### src/rtl/univ_shift_reg.sv
// univ_shift_reg: universal shift register with parallel load, shifts,
// rotates, single-step operation and counted multi-step operation.
// Optional feature: define UNIV_SHIFT_REG_ROTATE_EN to enable the rotate
// modes (100/101). Without it those modes act as hold and cannot start a
// multi-step operation.
module univ_shift_reg #(
    parameter int               WIDTH     = 8,
    parameter logic [WIDTH-1:0] SET_VALUE = {WIDTH{1'b1}}
) (
    input  logic                       clk,
    input  logic                       rst,
    input  logic                       set,
    input  logic                       en,
    input  logic [2:0]                 mode,
    input  logic [WIDTH-1:0]           data_in,
    input  logic                       ser_in,
    input  logic                       start,
    input  logic [$clog2(WIDTH):0]     shamt,
    output logic [WIDTH-1:0]           q,
    output logic                       ser_out,
    output logic                       busy,
    output logic                       done
);

    localparam int CW = $clog2(WIDTH) + 1;

    typedef enum logic [2:0] {
        MODE_HOLD = 3'b000,
        MODE_LOAD = 3'b001,
        MODE_SHL  = 3'b010,
        MODE_SHR  = 3'b011,
        MODE_ROL  = 3'b100,
        MODE_ROR  = 3'b101
    } mode_t;

    mode_t          mode_r;     // mode latched when a multi-step op is accepted
    logic [CW-1:0]  cnt;        // steps still to perform
    mode_t          op_mode;
    logic [WIDTH-1:0] step_q;
    logic           step_out;
    logic           accept;
    logic [CW-1:0]  shamt_c;

    // Result of one operation of the active mode (latched mode while busy).
    always_comb begin
        // NOTE: every output gets a default first so no path can infer a latch.
        op_mode  = busy ? mode_r : mode_t'(mode);
        step_q   = q;
        step_out = ser_out;
        case (op_mode)
            MODE_LOAD: step_q = data_in;
            MODE_SHL: begin
                step_q   = {q[WIDTH-2:0], ser_in};
                step_out = q[WIDTH-1];
            end
            MODE_SHR: begin
                step_q   = {ser_in, q[WIDTH-1:1]};
                step_out = q[0];
            end
`ifdef UNIV_SHIFT_REG_ROTATE_EN
            MODE_ROL: begin
                step_q   = {q[WIDTH-2:0], q[WIDTH-1]};
                step_out = q[WIDTH-1];
            end
            MODE_ROR: begin
                step_q   = {q[0], q[WIDTH-1:1]};
                step_out = q[0];
            end
`endif
            default: ;
        endcase
    end

    // Which modes may start a multi-step operation, and the clamped count.
    always_comb begin
        accept = 1'b0;
        case (mode_t'(mode))
            MODE_SHL, MODE_SHR: accept = start;
`ifdef UNIV_SHIFT_REG_ROTATE_EN
            MODE_ROL, MODE_ROR: accept = start;
`endif
            default: accept = 1'b0;
        endcase
        shamt_c = (shamt > CW'(WIDTH)) ? CW'(WIDTH) : shamt;
    end

    // Register update in priority order: reset, set, stepping, accept, single step.
    always_ff @(posedge clk) begin
        // NOTE: sequential state uses non-blocking assignments only.
        if (!rst) begin
            q       <= '0;
            ser_out <= 1'b0;
            busy    <= 1'b0;
            done    <= 1'b0;
            cnt     <= '0;
            mode_r  <= MODE_HOLD;
        end else begin
            done <= 1'b0;
            if (set) begin
                q    <= SET_VALUE;
                busy <= 1'b0;
                cnt  <= '0;
            end else if (busy) begin
                q       <= step_q;
                ser_out <= step_out;
                cnt     <= cnt - 1'b1;
                if (cnt == CW'(1)) begin
                    busy <= 1'b0;
                    done <= 1'b1;
                end
            end else if (accept) begin
                mode_r <= mode_t'(mode);
                cnt    <= shamt_c;
                busy   <= (shamt_c != '0);
                done   <= (shamt_c == '0);
            end else if (en) begin
                q       <= step_q;
                ser_out <= step_out;
            end
        end
    end

endmodule

### config.mk
export PLATFORM = sky130hd
export DESIGN_NAME = univ_shift_reg
export DESIGN_NICKNAME = d
export VERILOG_FILES = /design/src/rtl/univ_shift_reg.sv
export SDC_FILE = /design/constraint.sdc
export NUM_CORES = 1
export LEC_CHECK = 0
export ABC_AREA = 1
export CAP_MARGIN = 25
export CORE_ASPECT_RATIO = 1.4
export CORE_MARGIN = 1
export CORE_UTILIZATION = 52
export DETAILED_ROUTE_END_ITERATION = 8
export HOLD_SLACK_MARGIN = 0.12
export PLACE_DENSITY_LB_ADDON = 0.2
export SETUP_SLACK_MARGIN = 0.3
export SLEW_MARGIN = 25
export SYNTH_ARGS = -nofsm -noshare
export SYNTH_HDL_FRONTEND = slang
export SYNTH_SLANG_ARGS = --single-unit
### constraint.sdc
create_clock -name clk -period 2.7 [get_ports clk]
set_input_delay 0.54 -clock clk [delete_from_list [all_inputs] [get_ports clk]]
set_output_delay 0.54 -clock clk [all_outputs]
set_load 0.02 [all_outputs]
==> results_dict.tcl <==
set metrics [dict create \
    clock-root-buffer "clkbuf_4" \
    worstSetupPathType "reg -> out" \
    drive_gt1_share_pct 13.5 \
    critical_path_depth 1 \
    cts-buffers-inserted 3 \
    initial_core_util_pct 54.4 \
    failed_checks "design-rule violations" \
    syn_nets 214 \
    maxCapViolCount 0 \
    synth_largest_area_cell "dfxtp_1" \
    yosys_register_bits 18 \
    worst_path_largest_cell_delay_ns 0.72 \
    slowest_stage "dfxtp_1" \
    yosysUniqueCellTypes 23 \
    fin_skew_ns 0.00334 \
    n_antenna_cell 0 \
    setup_violations 0 \
    slew_headroom_pct 60.3 \
    num_vias 1364 \
    max_freq_mhz 441 \
    synth_top_area_share_pct 28.0 \
    hold_start "ser_out" \
    min_path_type "reg -> reg" \
    insertion_delay_ns 0.30 \
    area_delta_synth_final_pct 27.0 \
    layout.nets 247 \
    synth_edf_count 0 \
    critPathTopFamily "flip-flops" \
    die_w_um 44.0 \
    synth_top_family_by_area "simple AND/OR/NAND/NOR gates" \
    drc_errors 1 \
    tightest_slew_ns 0.595 \
    clk_pin_slew_ns 0.11 \
    r2r_slack_ns 0.85 \
    grt_overflow_total 0 \
    whs_endpoint "ser_out" \
    antenna_found_initial 0 \
    fp.dieArea_um2 2680 \
    synth-main-ff-cell "dfxtp_1" \
    cts_tree "built" \
    yosys-top-cells-area "dfxtp_1, nand2_1, nand3_1, nor2_1, nand2_4" \
    crit_arrival_ns 1.73 \
    crit_buf_inv 1 \
    grt_use_total_pct 26.8 \
    synth-simple-area-share_pct 51.3 \
    hpwl_um 2460 \
    syn_avg_cell_area_um2 6.73 \
    grt_pass1_vias 1314 \
    status "finished, violations left" \
    drtIter0Drc 64 \
    syn-instance-count 191 \
    htree_levels 1 \
    routabilityCongestion 0.977 \
    startpoint_type "flip-flop" \
    dpl.cell_count 242 \
    synthTopCellsByCount "nand2_1, nor2_1, nand3_1" \
    irDropWorstVdd_mv 0.300 \
    post-cts-setup-buffers 0 \
    cts.sinks 18 \
    fin_crit_sh_pct 84.1 \
    wire_per_inst_um 13.1 \
    syn_area_um2 1290 \
    grt_pass1_wl_um 5480 \
    worstHoldPathCells 2 \
    tns_ns 0 \
    cts_resized 0 \
    vias_per_cell 5.54 \
    synth_seq_area_share_pct 28.0 \
    synth_compound_area_share_pct 8.17 \
    whs_ns 0.507 \
    yosysWarningCount 0 \
    power_per_cell_area_nw_per_um2 405 \
    rsz0062_at_grt "no" \
    portBuffers 31 \
    synthAdderAreaFrac_pct 1.95 \
    drv_slew 0 \
    yosysMostFrequentCell "nand2_1" \
    grt_max_degree 18 \
    r2r-end "q[5]" \
    core-area_um2 2360 \
    clockBufferDepth 2 \
    total_leakage_power_nw 0.749 \
    die_h_um 60.8 \
    cp_max_fo 12 \
    hold_buffers 0 \
    hold_viol 0 \
    critPathRequiredTime_ns 2.16 \
    wirelength_um 3220 \
    cp_cell_sequence "clkdlybuf4s50_1" \
    ys_async_sr_fraction_pct 0 \
    r2r_cells 8 \
    period_minus_slack_ns 2.27 \
    ios 32 \
    r2r_start "busy" \
    synthXorXnorAreaFrac_pct 0 \
    crit_path_end_kind "output pin" \
    synthMuxAreaShare_pct 0 \
    fin_cells 246 \
    drt_first_pass_iters 8 \
    ant_nets 0 \
    num_rows 21 \
]
## per-layer routing
layer,global-route usage (%),wire [um]
met1,30.0,1280
met3,2.68,138
met5,0,0
met2,49.4,1750
met4,13.4,44
## cells by family (layout without fill, tap and decap cells)
| group | count (synthesis) | after routing |
|---|---|---|
| adder cells (fa/ha/maj) | 2 | 2 |
| AO/OA/AOI/OAI | 18 | 18 |
| AND/OR/NAND/NOR | 123 | 123 |
| buffers and inverters | 30 | 62 |
| flip-flops | 18 | 18 |
## worst register-to-register path: cells and delay by family, from the launching register on
| family | cells | cell delay [ns] |
|---|---|---|
| AOI/OAI and AO/OA | 1 | 0.22 |
| buffers and inverters | 1 | 0.22 |
| DFF | 1 | 0.72 |
| and+or+nand+nor | 6 | 0.65 |
## registers in the layout, summed over array words and instances (netlist names)
name     flops
ser_out      1
done         1
mode_r       3
cnt          4
busy         1
q            8
## report_power, final
group | total (mW) | internal, mW | leakage, nW | switching [mW]
Sequential | 0.297 | 0.280 | 0.148 | 0.0170
Combinational | 0.193 | 0.0869 | 0.580 | 0.106
Clock | 0.172 | 0.0822 | 0.0210 | 0.0894
Total | 0.661 | 0.449 | 0.749 | 0.212
## how the worst max path moves through the flow
| stage | from | endpoint | slack [ns] |
|---|---|---|---|
| after floorplan | set | q[3] | 1.33 |
| after global placement | busy | busy | 0.79 |
| after detailed placement | mode[1] | mode_r[0] | 0.71 |
| after CTS | busy | busy | 0.43 |
| after global routing | busy | busy | 0.37 |
| final | busy | busy | 0.43 |
## area by class of cell
class,instances,area [um2]
multi-input combinational,143,790
fill,207,731
sequential,18,360
timing repair buffer,33,325
inverter,25,93.8
clock buffer,4,36.3
tap,23,28.8
## metrics by stage
stage | utilization (%) | total power [mW] | worst slack, ns | instance area [um2]
detailed placement | 67.6 | 0.493 | 0.709 | 1600
floorplan | - | 0.418 | 1.33 | 1290
finish | 69.1 | 0.661 | 0.431 | 1630
global placement | 67.6 | 0.489 | 0.785 | 1600
global route | 69.1 | 0.698 | 0.375 | 1630
CTS | 69.1 | 0.664 | 0.432 | 1630
## placed cells by master, fill, tap and decap left out
cell type / instances
clkdlybuf4s50_1: 31
nand2_1: 37
clkinv_1: 1
nand3_1: 24
inv_2: 2
or2_2: 8
a21oi_4: 1
ha_1: 2
dfxtp_1: 18
o22ai_1: 1
nand3_4: 1
nor3_1: 1
nor2_1: 26
a31oi_1: 2
nand4_1: 14
o21ai_0: 4
inv_1: 22
clkbuf_8: 1
nand2_4: 8
buf_4: 2
a21oi_1: 10
nand2_8: 2
nand2_2: 2
clkbuf_4: 3
Power figures use the tool's default switching activity.
